<file path="src/rtl/mips_encode_pkg.sv">
// Constants shared between the MIPS arithmetic decoder and this encoder:
// opcodes, funct codes, ALU control codes and the encoder FSM states.
package mips_encode_pkg;

    localparam logic [5:0] OP_OTHER0 = 6'h00;
    localparam logic [5:0] OP_ADDI   = 6'h08;
    localparam logic [5:0] OP_ANDI   = 6'h0c;
    localparam logic [5:0] OP_ORI    = 6'h0d;
    localparam logic [5:0] OP_XORI   = 6'h0e;

    localparam logic [5:0] OP0_ADD = 6'h20;
    localparam logic [5:0] OP0_SUB = 6'h22;
    localparam logic [5:0] OP0_AND = 6'h24;
    localparam logic [5:0] OP0_OR  = 6'h25;
    localparam logic [5:0] OP0_NOR = 6'h27;
    localparam logic [5:0] OP0_XOR = 6'h26;

    localparam logic [2:0] ALU_ADD = 3'b010;
    localparam logic [2:0] ALU_SUB = 3'b011;
    localparam logic [2:0] ALU_AND = 3'b100;
    localparam logic [2:0] ALU_OR  = 3'b101;
    localparam logic [2:0] ALU_NOR = 3'b110;
    localparam logic [2:0] ALU_XOR = 3'b111;

    localparam logic [1:0] SRC2_REG  = 2'b00;
    localparam logic [1:0] SRC2_SEXT = 2'b01;
    localparam logic [1:0] SRC2_ZEXT = 2'b10;

    typedef enum logic [1:0] {
        S_IDLE  = 2'd0,
        S_ENC   = 2'd1,
        S_WRITE = 2'd2,
        S_FULL  = 2'd3
    } state_t;

    typedef struct packed {
        logic [2:0]  alu_op;
        logic        rd_src;
        logic [1:0]  alu_src2;
        logic [4:0]  rs;
        logic [4:0]  rt;
        logic [4:0]  rd;
        logic [15:0] imm;
    } enc_req_t;

endpackage

</file>
<file path="src/rtl/mips_encode_word.sv">
// Combinational encoder: decoded control tuple plus fields -> instruction word
// and a legality flag. Illegal tuples produce word 0.
module mips_encode_word
    import mips_encode_pkg::*;
(
    input  logic [2:0]  alu_op,
    input  logic        rd_src,
    input  logic [1:0]  alu_src2,
    input  logic [4:0]  rs,
    input  logic [4:0]  rt,
    input  logic [4:0]  rd,
    input  logic [15:0] imm,
    output logic [31:0] word,
    output logic        legal
);
    logic [5:0] funct;
    logic       funct_ok;
    logic [5:0] opc;
    logic       i_ok;

    always_comb begin
        funct    = 6'h00;
        funct_ok = 1'b1;
        case (alu_op)
            ALU_ADD: funct = OP0_ADD;
            ALU_SUB: funct = OP0_SUB;
            ALU_AND: funct = OP0_AND;
            ALU_OR:  funct = OP0_OR;
            ALU_NOR: funct = OP0_NOR;
            ALU_XOR: funct = OP0_XOR;
            default: funct_ok = 1'b0;
        endcase
    end

    // Only these four immediate forms exist; subi/nori and mismatched
    // extension kinds have no opcode.
    always_comb begin
        opc  = 6'h00;
        i_ok = 1'b1;
        case ({alu_src2, alu_op})
            {SRC2_SEXT, ALU_ADD}: opc = OP_ADDI;
            {SRC2_ZEXT, ALU_AND}: opc = OP_ANDI;
            {SRC2_ZEXT, ALU_OR}:  opc = OP_ORI;
            {SRC2_ZEXT, ALU_XOR}: opc = OP_XORI;
            default:              i_ok = 1'b0;
        endcase
    end

    always_comb begin
        word  = 32'h0;
        legal = 1'b0;
        if (!rd_src && alu_src2 == SRC2_REG && funct_ok) begin
            legal = 1'b1;
            word  = {OP_OTHER0, rs, rt, rd, 5'b00000, funct};
        end else if (rd_src && i_ok) begin
            legal = 1'b1;
            word  = {opc, rs, rt, imm};
        end
    end

endmodule

</file>
<file path="src/rtl/mips_encode.sv">
// Request handshake, encode/legality step and sequential image writer.
// One request in flight at a time: IDLE -> ENC -> WRITE (or back to IDLE).
module mips_encode
    import mips_encode_pkg::*;
#(
    parameter int ADDR_W = 6
) (
    input  logic              clk,
    input  logic              reset,
    input  logic              in_valid,
    output logic              in_ready,
    input  logic [2:0]        alu_op,
    input  logic              rd_src,
    input  logic [1:0]        alu_src2,
    input  logic [4:0]        rs,
    input  logic [4:0]        rt,
    input  logic [4:0]        rd,
    input  logic [15:0]       imm,
    input  logic              clear,
    output logic              mem_we,
    output logic [ADDR_W-1:0] mem_addr,
    output logic [31:0]       mem_data,
    output logic              except,
    output logic              full,
    output logic [ADDR_W:0]   word_count
);
    localparam logic [ADDR_W-1:0] ADDR_ONE = 1;
    localparam logic [ADDR_W:0]   CNT_ONE  = 1;

    state_t             state_q, state_d;
    enc_req_t           req_q, req_d;
    logic [ADDR_W-1:0]  addr_q, addr_d;
    logic [ADDR_W:0]    cnt_q, cnt_d;
    logic [31:0]        data_q, data_d;
    logic [31:0]        enc_word;
    logic               enc_legal;

    mips_encode_word u_word (
        .alu_op   (req_q.alu_op),
        .rd_src   (req_q.rd_src),
        .alu_src2 (req_q.alu_src2),
        .rs       (req_q.rs),
        .rt       (req_q.rt),
        .rd       (req_q.rd),
        .imm      (req_q.imm),
        .word     (enc_word),
        .legal    (enc_legal)
    );

    // Outputs decode straight from state so an async reset kills a write at once.
    assign in_ready   = reset && (state_q == S_IDLE);
    assign mem_we     = (state_q == S_WRITE) && !clear;
    assign except     = (state_q == S_ENC) && !enc_legal && !clear;
    assign full       = (state_q == S_FULL);
    assign mem_addr   = addr_q;
    assign mem_data   = data_q;
    assign word_count = cnt_q;

    always_comb begin
        state_d = state_q;
        req_d   = req_q;
        addr_d  = addr_q;
        cnt_d   = cnt_q;
        data_d  = data_q;
        case (state_q)
            S_IDLE: begin
                if (in_valid && in_ready) begin
                    req_d   = '{alu_op, rd_src, alu_src2, rs, rt, rd, imm};
                    state_d = S_ENC;
                end
            end
            S_ENC: begin
                if (enc_legal) begin
                    data_d  = enc_word;
                    state_d = S_WRITE;
                end else begin
                    state_d = S_IDLE;
                end
            end
            S_WRITE: begin
                cnt_d = cnt_q + CNT_ONE;
                if (addr_q == '1) begin
                    state_d = S_FULL;
                end else begin
                    addr_d  = addr_q + ADDR_ONE;
                    state_d = S_IDLE;
                end
            end
            default: state_d = S_FULL;
        endcase
        if (clear) begin
            state_d = S_IDLE;
            req_d   = req_q;
            addr_d  = '0;
            cnt_d   = '0;
            data_d  = data_q;
        end
    end

    always_ff @(posedge clk or negedge reset) begin
        if (!reset) begin
            state_q <= S_IDLE;
            req_q   <= '0;
            addr_q  <= '0;
            cnt_q   <= '0;
            data_q  <= '0;
        end else begin
            state_q <= state_d;
            req_q   <= req_d;
            addr_q  <= addr_d;
            cnt_q   <= cnt_d;
            data_q  <= data_d;
        end
    end

endmodule
</file>
<file path="config.mk">
export PLATFORM = sky130hd
export DESIGN_NAME = mips_encode
export DESIGN_NICKNAME = d
export VERILOG_FILES = /design/src/rtl/mips_encode_pkg.sv /design/src/rtl/mips_encode_word.sv /design/src/rtl/mips_encode.sv
export SDC_FILE = /design/constraint.sdc
export NUM_CORES = 1
export LEC_CHECK = 0
export BUFFER_PORTS_ARGS = -buffer_cell sky130_fd_sc_hd__buf_4
export CAP_MARGIN = 20
export CORE_AREA = 2 2 85 87
export CTS_BUF_LIST = sky130_fd_sc_hd__clkbuf_16
export DETAILED_ROUTE_END_ITERATION = 16
export DIE_AREA = 0 0 87 89
export PLACE_DENSITY = 0.82
export SYNTH_ARGS = -nofsm -noshare
export SYNTH_HDL_FRONTEND = slang
export SYNTH_SLANG_ARGS = --single-unit
</file>
<file path="constraint.sdc">
create_clock -name clk -period 2.05 [get_ports clk]
set_input_delay 0.41 -clock clk [delete_from_list [all_inputs] [get_ports clk]]
set_output_delay 0.41 -clock clk [all_outputs]
set_load 0.005 [all_outputs]
</file>
# After elaboration in Yosys (flattened, before gate mapping)
# Cells that the tools add are included.
# Widths: inputs -> output; s select.
# classes
eq_ne	16
bitwise_logic	1
muxes	18
addsub	2
reduce_logical	19
# ops
cell	count
$pmux 6 s6	1
$mux 32	1
$mux 30	1
$mux 6	3
$pmux 4 s4	1
$eq 5x5->1 const B	3
$mux 7	2
$eq 3x3->1 const B	4
$logic_and 1x1->1	8
$mux 2	4
$add 7x1->7 const B	1
$add 6x1->6 const B	1
$eq 3x2->1 const B	2
$eq 6x6->1 const B	1
$pmux 2 s3	1
$reduce_and 3->1	2
$reduce_or 6->1	1
$eq 5x4->1 const B	1
$eq 2x2->1 const B	2
$logic_not 2->1	2
$mux 1	4
$reduce_or 4->1	1
$logic_not 1->1	3
$ne 3x2->1 const B	1
other kinds (5)	5
# word_totals
in_bits	41
word_cells	67
regBits	84

# Longest topological paths before layout
# logic_depth
ltp_word	9
ltp_mapped	7

# Hierarchy
# Synthesis repeated with hierarchy kept, for this count alone.
# unflattened
cells_unflattened	320
hier_area_um2	4080.2
# by_module_without_submodules
mod	seq_area_each_um2	instances	cells_per_inst	area_each_um2
mips_encode	2102.0	1	241	3550.9
mips_encode_word	0.0	1	79	529.3

# Least setup slack after synthesis
# OpenSTA, ideal clock, no wires.
# synth_timing
kind	input-to-reg
startpoint	in clear
endpoint	reg req_q[10] (netlist name)
setup_time_ns	0.125
t_arrival_ns	1.710
path_slack_ns	0.216
required_ns	1.925
path_buffers	3
path_stages	5
cell_sequence	clkbuf_1 nand3b_1 clkbuf_1 buf_2 mux2_2
# synth_between
elab_chain_cells	2
# synth_lines
element	line_no	rtl
start: declaration	mips_encode.sv:19	input logic clear,
$not 1->1 (no line)	-	
$reduce_and 3->1 (no line)	-	
end signal: assignment	mips_encode.sv:109	req_q <= req_d;
end: declaration	mips_encode.sv:31	enc_req_t req_q, req_d;
# No other way between the ends.
# A chain may end at the register's enable or synchronous reset.

# Worst setup path in the final report
# layout_timing
startpoint	reg req_q[36] (netlist name)
endpoint	out except
# layout_between
elab_chain_cells	9
# layout_lines
element	line_no	rtl
$eq 5x4->1 or $eq 5x5->1 (tied branches)	mips_encode_word.sv:40	case ({alu_src2, alu_op})
$reduce_or 4->1 (no line)	-	
$mux 1	mips_encode_word.sv:40	
$logic_and 1x1->1	mips_encode_word.sv:55	end else if (rd_src && i_ok) begin
$mux 1	mips_encode_word.sv:55	
$mux 1 *	mips_encode_word.sv:52	if (!rd_src && alu_src2 == SRC2_REG && funct_ok) begin
$logic_not 1->1 *	mips_encode.sv:53	assign except = (state_q == S_ENC) && !enc_legal && !clear;
$logic_and 1x1->1 * (2 in series)	mips_encode.sv:53	
end: declaration	mips_encode.sv:23	output logic except,
# Mark *: on every way between the ends. The rest lies on a longest branch, timed or not.

==> summary.md <==
| Metric | Value |
|---|---|
| Status | `finished clean` |
| Ys flop type | `dfrtp_1` |
| Max_cap viols | `0` |
| First-pass GRT wire length | `11970 um` |
| Initial DRC Count | `114` |
| NetSw | `1057 uW` |
| Startpoint Class | `flip-flop` |
| Worst path max stage delay | `0.41 ns` |
| IO Count | `90` |
| Clock Skew | `0.004460 ns` |
| Total GRT Usage | `0.2033` |
| Post-route DRC | `0` |
| Vias | `2501` |
| Synth Instances | `262` |
| Mapped Area | `0.003461 mm2` |
| Peak VDD IR | `522.8 uV` |
| Synth cell types | `49` |
| Total power | `4584 uW` |
| Synth Warn # | `0` |
| Clk sinks | `82` |
| Combinational share of power | `0.164` |
| Net Sw Frac | `0.2306` |
| Classification of the worst setup path | `flip-flop to output pin` |
| FF+latch count, synth | `82` |
| Synth top area share | `0.5929` |
| Setup TNS Final | `0 ns` |
| Avg WL per Cell | `16.67 um` |
| Layout area overhead | `35.25%` |
| Number of I/O port buffers | `87` |
| Largest area contributor in the synthesized netlist | `dfrtp_1` |
| Async SR Flop Fraction | `1.000` |
| Global route overflow | `0` |
| Fin. Hold Viols | `0` |
| Seq/Total Area, Yosys | `0.5929` |
| Critical-path top delay cell | `dfrtp_1` |
| Die Height | `89 um` |
| FF-to-FF Start | `req_q[32]` |
| Deepest clock path buffer count | `2` |
| Critical path's top delay family | `simple AND/OR/NAND/NOR gates` |
| Most frequent cells in the layout | `buf_4, dfrtp_1, mux2_2` |
| Setup crit end kind | `output pin` |
| Top post-synthesis cells by area | `dfrtp_1, mux2_2, a22o_1, o2bb2ai_1, nor2_1` |
| Initial Utilization | `0.5151` |
| Clk slew on worst S/H paths | `0.06 ns` |
| Int Pwr | `3527 uW` |
| Die W | `87 um` |
| DR pass1 iterations | `6` |
| WL final | `7470 um` |
| GP Congestion | `0.8944` |
| Power per cell area | `979.3 mW/mm2` |
| Pleak | `0.002272 uW` |
| Crit Path Max Fanout | `5` |
| Unrepaired setup endpoints after global routing | `no` |
| Row Count | `30` |
| Layout cells sized above 1 | `0.4620` |
| EDFF count, synth | `0` |
| FMAX | `501.1 MHz` |
| Syn avg cell area | `13.21 um2` |
| Largest net degree at the start of global routing | `83` |
| Ant. Diodes | `0` |
| Sequential power share | `0.446` |
| TritonCTS clock tree | `yes` |
| Commonest non-fill, non-tap cell in the layout | `buf_4` |
| Post-DR vias/cell | `5.583` |
| Post-route ant nets | `0` |
| Vias in the first global route | `2490` |
| Critical path buffers and inverters | `1` |
| Clk root buf | `clkbuf_16` |
| Final setup fails | `0` |
| Worst Path Required | `1.64 ns` |
| Dpl hpwl | `4946 um` |
| Clk_lat worst skew | `0.33 ns` |
| H-Tree Depth | `3` |
| Final #Nets | `407` |
| CTS buffer count | `9` |
| Clock power frac | `0.389` |
| Min Tclk post-route | `1.996 ns` |
| Hold Crit Start | `rt[1]` |
| Die area | `0.007743 mm2` |
| Final Max Tran Viols | `0` |
| CP startpoint | `req_q[36]` |
| Initial antenna violation count | `0` |
| Crit path cell chain | `and3b_2, and3_4, nor4_4, buf_4` |
| Worst min-delay path category | `primary input to flip-flop` |
| Post-route clock period utilization | `0.9735` |
| Data arrival, critical path | `1.59 ns` |
| Core Box Area | `0.006719 mm2` |
-- cells by family after synthesis --
logic type | count (synthesis) | share of synthesized area
flip-flops | 82 | 0.5929
XOR/XNOR | 7 | 0.01772
multiplexers | 50 | 0.1616
buffers and inverters | 19 | 0.02639
other | 1 | 0.001084
AO/OA/AOI/OAI | 47 | 0.1081
AND/OR/NAND/NOR | 54 | 0.08496
adder cells (fa/ha/maj) | 2 | 0.007230
-- final timing paths --
check	slack (ns)	end	depth (start not counted)
min reg2reg	0.48	mem_data[20]	1
min	0.31	req_q[22]	2
max reg2reg	0.17	mem_data[21]	7
max	0.05	except	4
min in group asynchronous	0.54	mem_addr[5]	3
max in group asynchronous	0.91	req_q[34]	4
-- power by group through the flow --
stage / Clock, uW / Combinational [uW] / Sequential, uW
3_5_place_dp: 0 / 691 / 2080
2_1_floorplan: 0 / 346 / 2040
3_3_place_gp: 0 / 667 / 2060
6_report: 1780 / 753 / 2050
5_1_grt: 1890 / 821 / 2080
4_1_cts: 1820 / 743 / 2040
-- what timing repair did --
item / 4_1_cts / 5_1_grt
hold endpoints to repair: 0 / 6
buffers inserted: 5 / 2
hold buffers: 0 / 1
pin swaps: 0 / 2
gates resized for setup: 5 / 2
setup endpoints to repair: 1 / 1
-- metal layers --
layer,global-route usage,part of all wire
met3,0.06187,0.062
met2,0.3359,0.51
met4,0.07955,0.018
met1,0.2523,0.41
met5,0,0
-- synth_stat cells, types with 2 or more instances --
master and instances:
ha_1 2, clkbuf_1 9, a31oi_1 2, nor2b_1 5, mux2_2 43, and3b_1 2
nor2_1 15, or3_1 2, nor3_1 3, nand2_1 10, a22o_1 8, nand3_1 2
o21ai_0 6, mux2_1 4, a21o_1 2, a32oi_1 6, xor2_1 4, o2bb2ai_1 7
inv_1 3, and2_1 2, dfrtp_1 82, and3_1 3, xnor2_1 3, mux2i_1 3
a21oi_1 5, buf_2 4, nand3b_1 2, buf_4 2
-- layout make-up --
type	count	area (um2)
sequential	82	2056
multi-input combinational	162	1339
timing repair buffer	106	843.3
fill	479	2038
tap	80	100.1
clock inverter	6	106.4
clock buffer	9	225.2
inverter	3	11.26
-- stage by stage --
step	util	hold slack, ns	cells	instance area (um2)	worst slack [ns]
after floorplan	-	0.1144	263	3465	0.2156
after global placement	0.6307	0.4558	424	4238	0.2497
after detailed placement	0.6307	0.4679	424	4238	0.2178
after CTS	0.6885	0.2988	444	4626	0.008645
after global routing	0.6966	0.2970	448	4681	0.0004896
final	0.6966	0.3088	448	4681	0.05433
-- sequential cells by signal, summed over array words and instances (netlist names) --
register and flops:
req_q 37, mem_data 30, mem_addr 6, state_q 2, word_count 7
Note: power is estimated with default switching activity, not from simulation.
